===== src/rtl/computer_run_ctrl.sv =====
// computer_run_ctrl: run sequencer for the byte computer and its 32x8 memory.
// Loads a program image from a host byte stream, runs the CPU until halt or
// timeout, then streams the whole memory image back to the host.
// Ports:
//   clk, rst_n                    clock, async active-low reset
//   go, abort                     start request (IDLE only), sync abort to IDLE
//   in_valid/in_ready/in_data     program load stream
//   out_valid/out_ready/out_data/out_addr  memory dump stream
//   busy, done, timeout           status (done/timeout sticky until next go)
//   cpu_rst_n, cpu_start          CPU control, active only in RUN
//   cpu_halt/we/addr/odata/idata  CPU memory side
//   mem_we/addr/wdata/rdata       shared memory port
module computer_run_ctrl #(
    parameter int DEPTH   = 32,
    parameter int AW      = 5,
    parameter int DW      = 8,
    parameter int TIMEOUT = 255
) (
    input  logic          clk,
    input  logic          rst_n,
    input  logic          go,
    input  logic          abort,
    input  logic          in_valid,
    output logic          in_ready,
    input  logic [DW-1:0] in_data,
    output logic          out_valid,
    input  logic          out_ready,
    output logic [DW-1:0] out_data,
    output logic [AW-1:0] out_addr,
    output logic          busy,
    output logic          done,
    output logic          timeout,
    output logic          cpu_rst_n,
    output logic          cpu_start,
    input  logic          cpu_halt,
    input  logic          cpu_we,
    input  logic [AW-1:0] cpu_addr,
    input  logic [DW-1:0] cpu_odata,
    output logic [DW-1:0] cpu_idata,
    output logic          mem_we,
    output logic [AW-1:0] mem_addr,
    output logic [DW-1:0] mem_wdata,
    input  logic [DW-1:0] mem_rdata
);
    localparam int CW = $clog2(TIMEOUT + 1);
    localparam logic [1:0] IDLE = 2'd0, LOAD = 2'd1, RUN = 2'd2, DUMP = 2'd3;
    logic [1:0]    state_q, state_d;
    logic [AW-1:0] ptr_q, ptr_d;
    logic [CW-1:0] cyc_q, cyc_d;
    logic          done_q, done_d, timeout_q, timeout_d;
    wire           last = ptr_q == AW'(DEPTH - 1);
    always_comb begin
        state_d   = state_q;
        ptr_d     = ptr_q;
        cyc_d     = cyc_q;
        done_d    = done_q;
        timeout_d = timeout_q;
        case (state_q)
            IDLE: if (go) begin
                state_d   = LOAD;
                ptr_d     = '0;
                done_d    = 1'b0;
                timeout_d = 1'b0;
            end
            LOAD: if (in_valid) begin
                ptr_d = ptr_q + 1'b1;
                if (last) begin
                    state_d = RUN;
                    cyc_d   = '0;
                end
            end
            RUN: begin
                cyc_d = cyc_q + 1'b1;
                // halt wins over a timeout landing in the same cycle
                if (cpu_halt) state_d = DUMP;
                else if (cyc_q == CW'(TIMEOUT - 1)) begin
                    state_d   = DUMP;
                    timeout_d = 1'b1;
                end
            end
            default: if (out_ready) begin
                ptr_d = ptr_q + 1'b1;
                if (last) begin
                    state_d = IDLE;
                    done_d  = 1'b1;
                end
            end
        endcase
        // abort overrides every transition and leaves the sticky flags alone
        if (abort) begin
            state_d   = IDLE;
            done_d    = done_q;
            timeout_d = timeout_q;
        end
    end
    always_ff @(posedge clk or negedge rst_n) begin
        if (!rst_n) begin
            state_q   <= IDLE;
            ptr_q     <= '0;
            cyc_q     <= '0;
            done_q    <= 1'b0;
            timeout_q <= 1'b0;
        end else begin
            state_q   <= state_d;
            ptr_q     <= ptr_d;
            cyc_q     <= cyc_d;
            done_q    <= done_d;
            timeout_q <= timeout_d;
        end
    end
    wire run = state_q == RUN;
    assign busy      = state_q != IDLE;
    assign in_ready  = state_q == LOAD;
    assign out_valid = state_q == DUMP;
    assign cpu_rst_n = run;
    assign cpu_start = run;
    assign done      = done_q;
    assign timeout   = timeout_q;
    assign mem_we    = run ? cpu_we : in_ready && in_valid;
    assign mem_addr  = run ? cpu_addr : ptr_q;
    assign mem_wdata = run ? cpu_odata : in_data;
    assign out_data  = mem_rdata;
    assign out_addr  = ptr_q;
    assign cpu_idata = mem_rdata;
endmodule


===== config.mk =====
export PLATFORM = sky130hd
export DESIGN_NAME = computer_run_ctrl
export DESIGN_NICKNAME = d
export VERILOG_FILES = /design/src/rtl/computer_run_ctrl.sv
export SDC_FILE = /design/constraint.sdc
export NUM_CORES = 1
export LEC_CHECK = 0
export BUFFER_PORTS_ARGS = -buffer_cell sky130_fd_sc_hd__buf_2
export CAP_MARGIN = 25
export CORE_MARGIN = 1
export CORE_UTILIZATION = 30
export CTS_CLUSTER_SIZE = 40
export DETAILED_ROUTE_END_ITERATION = 6
export GPL_TIMING_DRIVEN = 0
export HOLD_SLACK_MARGIN = 0.02
export PLACE_DENSITY = 0.65
export REMOVE_ABC_BUFFERS = 1
export SLEW_MARGIN = 10
export SYNTH_ARGS = -nofsm -noshare
export SYNTH_HDL_FRONTEND = slang
export SYNTH_SLANG_ARGS = --single-unit

===== constraint.sdc =====
create_clock -name clk -period 2.35 [get_ports clk]
set_input_delay 0.47 -clock clk [delete_from_list [all_inputs] [get_ports clk]]
set_output_delay 0.47 -clock clk [all_outputs]
set_load 0.005 [all_outputs]

# Yosys cells after proc, flatten, opt, wreduce, memory -nomap -nowiden
# Index checks and enable logic that the tools add are counted.
# Widths: inputs -> output; s select.
dict set report totals {
  in_bits 37
  register_bits 17
}
dict set report classes {
  n_eq_ne 14
  n_reduce_logical 16
  mux 26
  n_addsub 2
  n_bitwise 3
}
# op n
set ops {}
lappend ops {{$mux 8} 3}
lappend ops {{$mux 5} 4}
lappend ops {{$mux 2} 8}
lappend ops {{$pmux 8 s2} 1}
lappend ops {{$pmux 5 s3} 1}
lappend ops {{$reduce_and 5->1} 2}
lappend ops {{$reduce_bool 2->1} 5}
lappend ops {{$add 8x1->8 const B} 1}
lappend ops {{$eq 8x8->1 const B} 1}
lappend ops {{$mux 1} 6}
lappend ops {{$ne 2x2->1 const B} 3}
lappend ops {{$ne 3x3->1 const B} 2}
lappend ops {{$pmux 2 s3} 1}
lappend ops {{$reduce_and 6->1} 1}
lappend ops {{$add 5x1->5 const B} 1}
lappend ops {{$eq 5x5->1 const B} 1}
lappend ops {{$reduce_bool 5->1} 1}
lappend ops {{$eq 2x2->1 const B} 2}
lappend ops {{$ne 2x1->1 const B} 2}
lappend ops {{$ne 4x3->1 const B} 1}
lappend ops {{$pmux 1 s2} 2}
lappend ops {{$reduce_and 4->1} 1}
lappend ops {{$reduce_bool 4->1} 1}
lappend ops {{$ne 3x2->1 const B} 1}
lappend ops {{other kinds (7)} 9}

# Logic depth before layout (Yosys ltp)
# Gate-level depths: netlist of run 1.
dict set report depth {
  word_depth 5
  ltp_mapped 7
  mapped_depth_nobuf 7
}

# Worst setup path after synthesis of run 1
# No wires, ideal clock.
dict set report synth_path {
  kind {flip-flop to output port}
  startpoint {register state_q[0]}
  endpoint {output port mem_wdata[3]}
  required_ns 1.880
  arrival_time_ns 1.613
  path_slack_ns 0.267
  path_buffers 2
  path_stages_with_launch 6
  path_cell_list {dfrtp_1 > inv_1 > ha_1 > buf_2 > buf_2 > mux2_2}
}
dict set report synth_via {
  elab_chain_cells 2
}
# element line
set synth_rtl {}
lappend synth_rtl {{start: declaration} 47} ;# logic [1:0] state_q, state_d;
lappend synth_rtl {{start signal: assignment} 104} ;# state_q <= state_d;
lappend synth_rtl {{$eq 2x2->1} 111} ;# wire run = state_q == RUN;
lappend synth_rtl {{via cpu_rst_n} 33} ;# output logic cpu_rst_n,
lappend synth_rtl {{$mux 8} 121} ;# assign mem_wdata = run ? cpu_odata : in_data;
lappend synth_rtl {{end: declaration} 42} ;# output logic [DW-1:0] mem_wdata,
# The timed path passes the listed nets, and every way through them passes these cells.

# Final worst setup path of run 1
dict set report layout_path {
  startpoint {register state_q[0]}
  endpoint {output port mem_wdata[2]}
}
dict set report layout_via {
  elab_chain_cells 2
}
# element line
set layout_rtl {}
lappend layout_rtl {{$eq 2x2->1} 111}
lappend layout_rtl {{$mux 8} 121}
# Every way passes these cells.

==> summary.txt, run 1 <==
GRT
  • Number of global-route vias before repair: 964
  • GRT overflow: 0
  • GRT Total Usage: 12.3%
  • Initial antenna violation count: 0
  • Global-route wire length before repair: 4370 um
  • Pin count of the biggest net entering global routing: 26

Yosys
  • Mapped cell area: 0.00133 mm^2
  • Yosys cell types: 34
  • Yosys reg bits: 17
  • Mapped Avg Cell Area: 9.26 um^2
  • Mapped Cells: 144
  • Synth warnings: 0
  • Sequential cell area fraction in the yosys report: 31.9%

Floorplan
  • Cell Rows: 23
  • Full die area: 0.00472 mm^2
  • Die height: 68.7 um
  • Initial cell density of the core: 32.2%
  • Die width: 68.7 um
  • Core area: 0.00414 mm^2
  • # IOs: 79

Detailed routing
  • Total Wirelength: 2720 um
  • Wirelength per Cell: 11.7 um
  • Antenna-violating nets left: 0
  • Vias/cell: 4.77
  • # DRC: 0
  • Vias: 1112
  • First-pass DRT Iterations: 4
  • Starting DRC count in detailed routing: 49

Placement
  • IO Port Bufs: 54
  • HPWL after DPL: 2110 um
  • Placer Congestion: 0.767

Pwr
  • Pleak: 0.767 nW
  • Max IR drop VDD: 0.382 mV
  • Total power: 1.22 mW
  • Cell Pwr Density: 771 mW/mm^2

Final layout
  • N_diodes: 0
  • Commonest non-fill, non-tap cells in the layout: buf_2 (54), dfrtp_1 (17), mux2_2 (12), nor2_1 (12)
  • Layout cells sized above 1: 41.0%
  • Most common cell after layout, fill and taps aside: buf_2
  • Final #Nets: 229
  • Area growth, synth to finish: 18.9%

Critical path
  • CP Class: register to primary output
  • Critical Path AT: 1.77 ns
  • Crit path max-delay family: flip-flops
  • CP Launch Type: register
  • Crit path buf inv count: 2
  • Crit-path cells: inv_1 -> ha_4 -> mux2_2 -> buf_2
  • Worst stage delay on the critical path: 0.44 ns
  • CP Capture Type: primary output
  • CP max-delay cell: dfrtp_1
  • Peak fanout along the critical path: 25
  • Crit path required time: 1.88 ns

Job
  • Max Cap Violations: 0

Clock network
  • Clock Sink Count: 17
  • Clock Tree Root: clkbuf_8
  • H-tree levels: 1
  • Hold buffers post-CTS: 0
  • Post-CTS setup buffer count: 0
  • TritonCTS Buffers: 3
  • Max Buffers Root-to-Sink: 2
  • Clk slew on worst S/H paths: 0.07 ns
  • Clk_lat worst skew: 0.26 ns
  • CTS tree: yes

STA
  • RSZ-0062 raised after global routing: no
  • Max-slew headroom: 61.8%
  • Final worst-path cycle share: 95.1%
  • Clock Skew: 0.00354 ns
  • Worst slew pin tran: 0.572 ns
  • Min Tclk post-route: 2.24 ns
  • Final setup violation count: 0
  • Final setup TNS: 0 ns
  • F_max: 0.447 GHz
  • Final hold violations: 0
  • Pins Over Slew Limit: 0

Run status
  • Outcome: completed

Worst hold path
  • Worst hold path class: input port to async pin
[synthesized netlist by cell type]
master     number  area, um^2
o311ai_1        1        8.76
a22o_1          1        8.76
nand2b_1        5        31.3
o21ai_0        10        50.1
a21oi_1         1        5.00
mux2i_1         2        20.0
ha_1            8         100
a31oi_1         2        12.5
o21ai_1         2        10.0
buf_4          17         128
nand3_2         1        10.0
a21o_1          1        7.51
nand4_1         1        6.26
mux2_2         12         135
a211oi_1        2        15.0
nand2_1        10        37.5
buf_2           2        10.0
inv_1           9        33.8
nor3_1          2        10.0
xnor2_1         3        26.3
o2bb2ai_1       2        17.5
xor2_1          2        17.5
nor2b_1         2        12.5
dfrtp_1        17         425
nor3b_1         2        15.0
or2_2           1        6.26
o31ai_1         1        7.51
nand2_2         1        6.26
and3_1          3        18.8
nor2_1         12        45.0
and2b_1         1        7.51
nand3_1         5        25.0
o2111ai_1       1        8.76
a2111oi_4       2        55.1
[cell families (layout without fill, tap and decap cells)]
family | after synthesis | after routing | share of synthesized area [%]
adders and majority gates | 8 | 8 | 7.50
buffers and inverters | 28 | 67 | 12.9
and+or+nand+nor | 46 | 46 | 17.4
xor gates and xnor gates | 5 | 5 | 3.28
muxes | 14 | 14 | 11.6
AOI/OAI and AO/OA | 26 | 26 | 15.5
DFF | 17 | 17 | 31.9
[power breakdown]
group	total (mW)	switching (mW)	internal, mW
combinational	0.613	0.319	0.294
sequential	0.388	0.0579	0.330
clock	0.221	0.101	0.121
[metrics by stage]
step | hold slack (ns) | setup slack [ns] | area [um^2] | std cells | utilization (%)
5_1_grt | 0.156 | 0.0320 | 1590 | 233 | 38.3
3_5_place_dp | 0.424 | -0.279 | 1530 | 229 | 36.9
4_1_cts | 0.145 | 0.0985 | 1590 | 233 | 38.3
3_3_place_gp | 0.422 | -0.253 | 1530 | 229 | 36.9
6_report | 0.130 | 0.114 | 1590 | 233 | 38.3
2_1_floorplan | 0.174 | 0.0725 | 1200 | 125 | -
[worst paths after layout]
| path | depth (start not counted) | slack (ns) | to | start |
|---|---|---|---|---|
| min in group clk | 4 | 0.50 | done | go |
| hold / removal | 1 | 0.13 | state_q[1] | rst_n |
| max in group asynchronous | 1 | 1.93 | cyc_q[4] | rst_n |
| setup / recovery | 4 | 0.11 | mem_wdata[2] | state_q[0] |
| setup reg to reg | 5 | 0.24 | state_q[0] | state_q[0] |
| hold reg to reg | 2 | 0.52 | done | done |
[registers in the layout (all words and copies together) (netlist names)]
register,flops
state_q,2
out_addr,5
timeout,1
cyc_q,8
done,1
[layout make-up]
cell class / instances / area, um^2
clock buffers: 4 / 45.0
fillers: 442 / 2560
inverters: 9 / 33.8
multi-input cells: 99 / 749
flip-flops and latches: 17 / 425
well taps: 50 / 62.6
repair buffers: 54 / 270
[routing by layer]
layer  routed length [um]  part of all wire (%)  vias to the layer above  global-route usage, %
li1                     -                     -                      560                      -
met1                 1310                    48                      484                   15.2
met2                 1130                    42                       64                   19.2
met3                  254                   9.3                        4                   5.59
met4                   29                   1.1                        0                   3.13
met5                    0                     0                        -                      0
[repair_timing]
| action | CTS | global route |
|---|---|---|
| gates resized for setup | 2 | 0 |
| endpoints found under the hold margin | 0 | 0 |
| endpoints found under the setup margin | 21 | 0 |
No activity file was read; power rests on OpenSTA's default activity.
==> run 2: changes to the inputs <==
ABC_AREA = 1   (was default)
PLACE_DENSITY = 0.64   (was 0.65)
==> run 2 against run 1 <==
  * Power rose by 20%
  * Routed wire length rose by 12%
  * Synthesized area increased by 3.2%
  * Critical path type unchanged
  * Clock skew rose by 0.0042 ns
  * Fmax rose by 3.8%
  * Count of clock-buffer cells in the layout fell by 1
  * Largest power group unchanged
  * Critical endpoint is now mem_wdata[3]
  * Largest cell class unchanged
==> summary.txt, run 2 <==
Run status
  • Outcome: completed

Clock network
  • TritonCTS Buffers: 3
  • Clk_lat worst skew: 0.25 ns
  • CTS tree: yes
  • Post-CTS setup buffer count: 0
  • H-tree levels: 1
  • Hold buffers post-CTS: 0
  • Clock Tree Root: clkbuf_8
  • Clock Sink Count: 17
  • Max Buffers Root-to-Sink: 2
  • Clk slew on worst S/H paths: 0.07 ns

Floorplan
  • Core area: 0.00438 mm^2
  • Die width: 69.7 um
  • # IOs: 79
  • Initial cell density of the core: 31.4%
  • Cell Rows: 24
  • Die height: 69.7 um
  • Full die area: 0.00486 mm^2

Detailed routing
  • # DRC: 0
  • Total Wirelength: 3060 um
  • Wirelength per Cell: 10.7 um
  • Vias: 1301
  • Vias/cell: 4.55
  • First-pass DRT Iterations: 4
  • Starting DRC count in detailed routing: 51
  • Antenna-violating nets left: 0

STA
  • F_max: 0.464 GHz
  • Pins Over Slew Limit: 0
  • WHS: 0.135 ns
  • RSZ-0062 raised after global routing: no
  • Final setup TNS: 0 ns
  • Min Tclk post-route: 2.15 ns
  • Clock Skew: 0.00773 ns
  • Final worst-path cycle share: 91.7%
  • Worst slew pin tran: 0.405 ns
  • Final worst setup slack: 0.196 ns
  • Max-slew headroom: 73.0%
  • Final hold violations: 0
  • Final setup violation count: 0

Job
  • Max Cap Violations: 0

Final layout
  • Commonest non-fill, non-tap cells in the layout: nand2_1 (61), buf_2 (54), inv_1 (21)
  • N_diodes: 0
  • Fin cells: 286
  • Biggest register: cyc_q
  • Area growth, synth to finish: 17.4%
  • Layout cells sized above 1: 30.8%
  • Fill cell count: 471
  • Most common cell after layout, fill and taps aside: nand2_1
  • Post-Layout Inst Area: 0.00162 mm^2
  • Final #Nets: 280
  • Max FFs per register: 8

Placement
  • Dpl ws: -0.108 ns
  • Dpl cells: 282
  • Placer Congestion: 0.816
  • IO Port Bufs: 54
  • HPWL after DPL: 2420 um
  • Placed inst area: 0.00156 mm^2

GRT
  • GR Util met2: 20.4%
  • GRT overflow: 0
  • GRT Total Usage: 12.8%
  • Pin count of the biggest net entering global routing: 30
  • Initial antenna violation count: 0
  • Global-route wire length before repair: 5120 um
  • Grt met1 use: 15.8%
  • Number of global-route vias before repair: 1207
  • GR met3 Demand/Resource: 5.67%
  • Most used routing layer: met2

Yosys
  • Top FF cell, synth: dfrtp_1
  • Synth top area share: 30.9%
  • Area leader, netlist: dfrtp_1
  • Synth cell count leaders: nand2_1 (61), inv_1 (21), buf_4 (18)
  • Mapped Cells: 197
  • Ranking of synthesized cells by area: dfrtp_1 (31%), nand2_1 (17%), buf_4 (9.8%)
  • Post-synth EDFFs: 0
  • Mapped cell area: 0.00138 mm^2
  • Post-synthesis async set-or-reset flop share: 100%
  • Sequential cell area fraction in the yosys report: 30.9%
  • Yosys cell types: 24
  • Yosys reg bits: 17
  • Synth warnings: 0
  • Most common cell in the netlist: nand2_1
  • Mapped Avg Cell Area: 6.99 um^2

Critical path
  • CP Launch Type: register
  • Crit path required time: 1.88 ns
  • Critical Path AT: 1.68 ns
  • Peak fanout along the critical path: 29
  • CP Class: register to primary output
  • CP Capture Type: primary output

Worst hold path
  • Worst hold path class: input port to async pin

Pwr
  • Cell Pwr Density: 909 mW/mm^2
  • Max IR drop VDD: 0.390 mV
  • Pleak: 0.898 nW
==> run 2: routing by layer <==
| metal | vias to the layer above | wire length [um] |
|---|---|---|
| li1 | 672 | - |
| met5 | - | 0 |
| met3 | 2 | 283 |
| met4 | 0 | 12 |
| met2 | 69 | 1320 |
| met1 | 558 | 1440 |
==> run 2: worst paths after layout <==
path | startpoint | end | slack, ns | cells past startpoint
max in group asynchronous | rst_n | state_q[1] | 1.92 | 1
min in group clk | done | done | 0.49 | 2
setup reg to reg | state_q[0] | state_q[1] | 0.50 | 9
hold / removal | rst_n | cyc_q[6] | 0.13 | 1
setup / recovery | state_q[0] | mem_wdata[3] | 0.20 | 6
hold reg to reg | done | done | 0.49 | 2
==> run 2: critical path, cell delays in order (launching register included) <==
cell,delay (ns)
dfrtp_1,0.46
inv_1,0.20
ha_4,0.35
inv_2,0.17
nand2_1,0.08
nand2_1,0.05
buf_2,0.12
==> run 2: per-stage QoR <==
stage,power [mW],util (%)
2_1_floorplan,0.941,-
3_3_place_gp,1.24,35.5
3_5_place_dp,1.25,35.5
4_1_cts,1.49,36.8
5_1_grt,1.62,36.8
6_report,1.47,36.8
==> run 2: layout make-up <==
| type | instances | area (um^2) | area share [%] |
|---|---|---|---|
| multi-input cells | 135 | 718 | 44.5 |
| flip-flops and latches | 17 | 425 | 26.3 |
| repair buffers | 54 | 270 | 16.7 |
| inverters | 24 | 90.1 | 5.58 |
| well taps | 52 | 65.1 | 4.03 |
| clock buffers | 3 | 41.3 | 2.56 |
| clock inverters | 1 | 5.00 | 0.310 |
==> run 2: cell families (layout without fill, tap and decap cells) <==
family	count (synthesis)	after routing	share of synthesized area [%]
AOI/OAI and AO/OA	22	22	9.27
xor gates and xnor gates	5	5	3.18
adders and majority gates	8	8	7.27
buffers and inverters	45	82	17.8
DFF	17	17	30.9
and+or+nand+nor	100	100	31.5
==> run 2: power breakdown <==
group / total [mW] / internal [mW] / leakage [nW] / switching [mW]
clock network: 0.221 / 0.118 / 0.0255 / 0.103
logic: 0.824 / 0.323 / 0.641 / 0.501
registers: 0.423 / 0.352 / 0.232 / 0.0716
==> run 2: timing repair <==
| item | 4_1_cts | 5_1_grt |
|---|---|---|
| gates resized for setup | 2 | 0 |
| hold endpoints to repair | 0 | 0 |
| endpoints found under the setup margin | 18 | 0 |
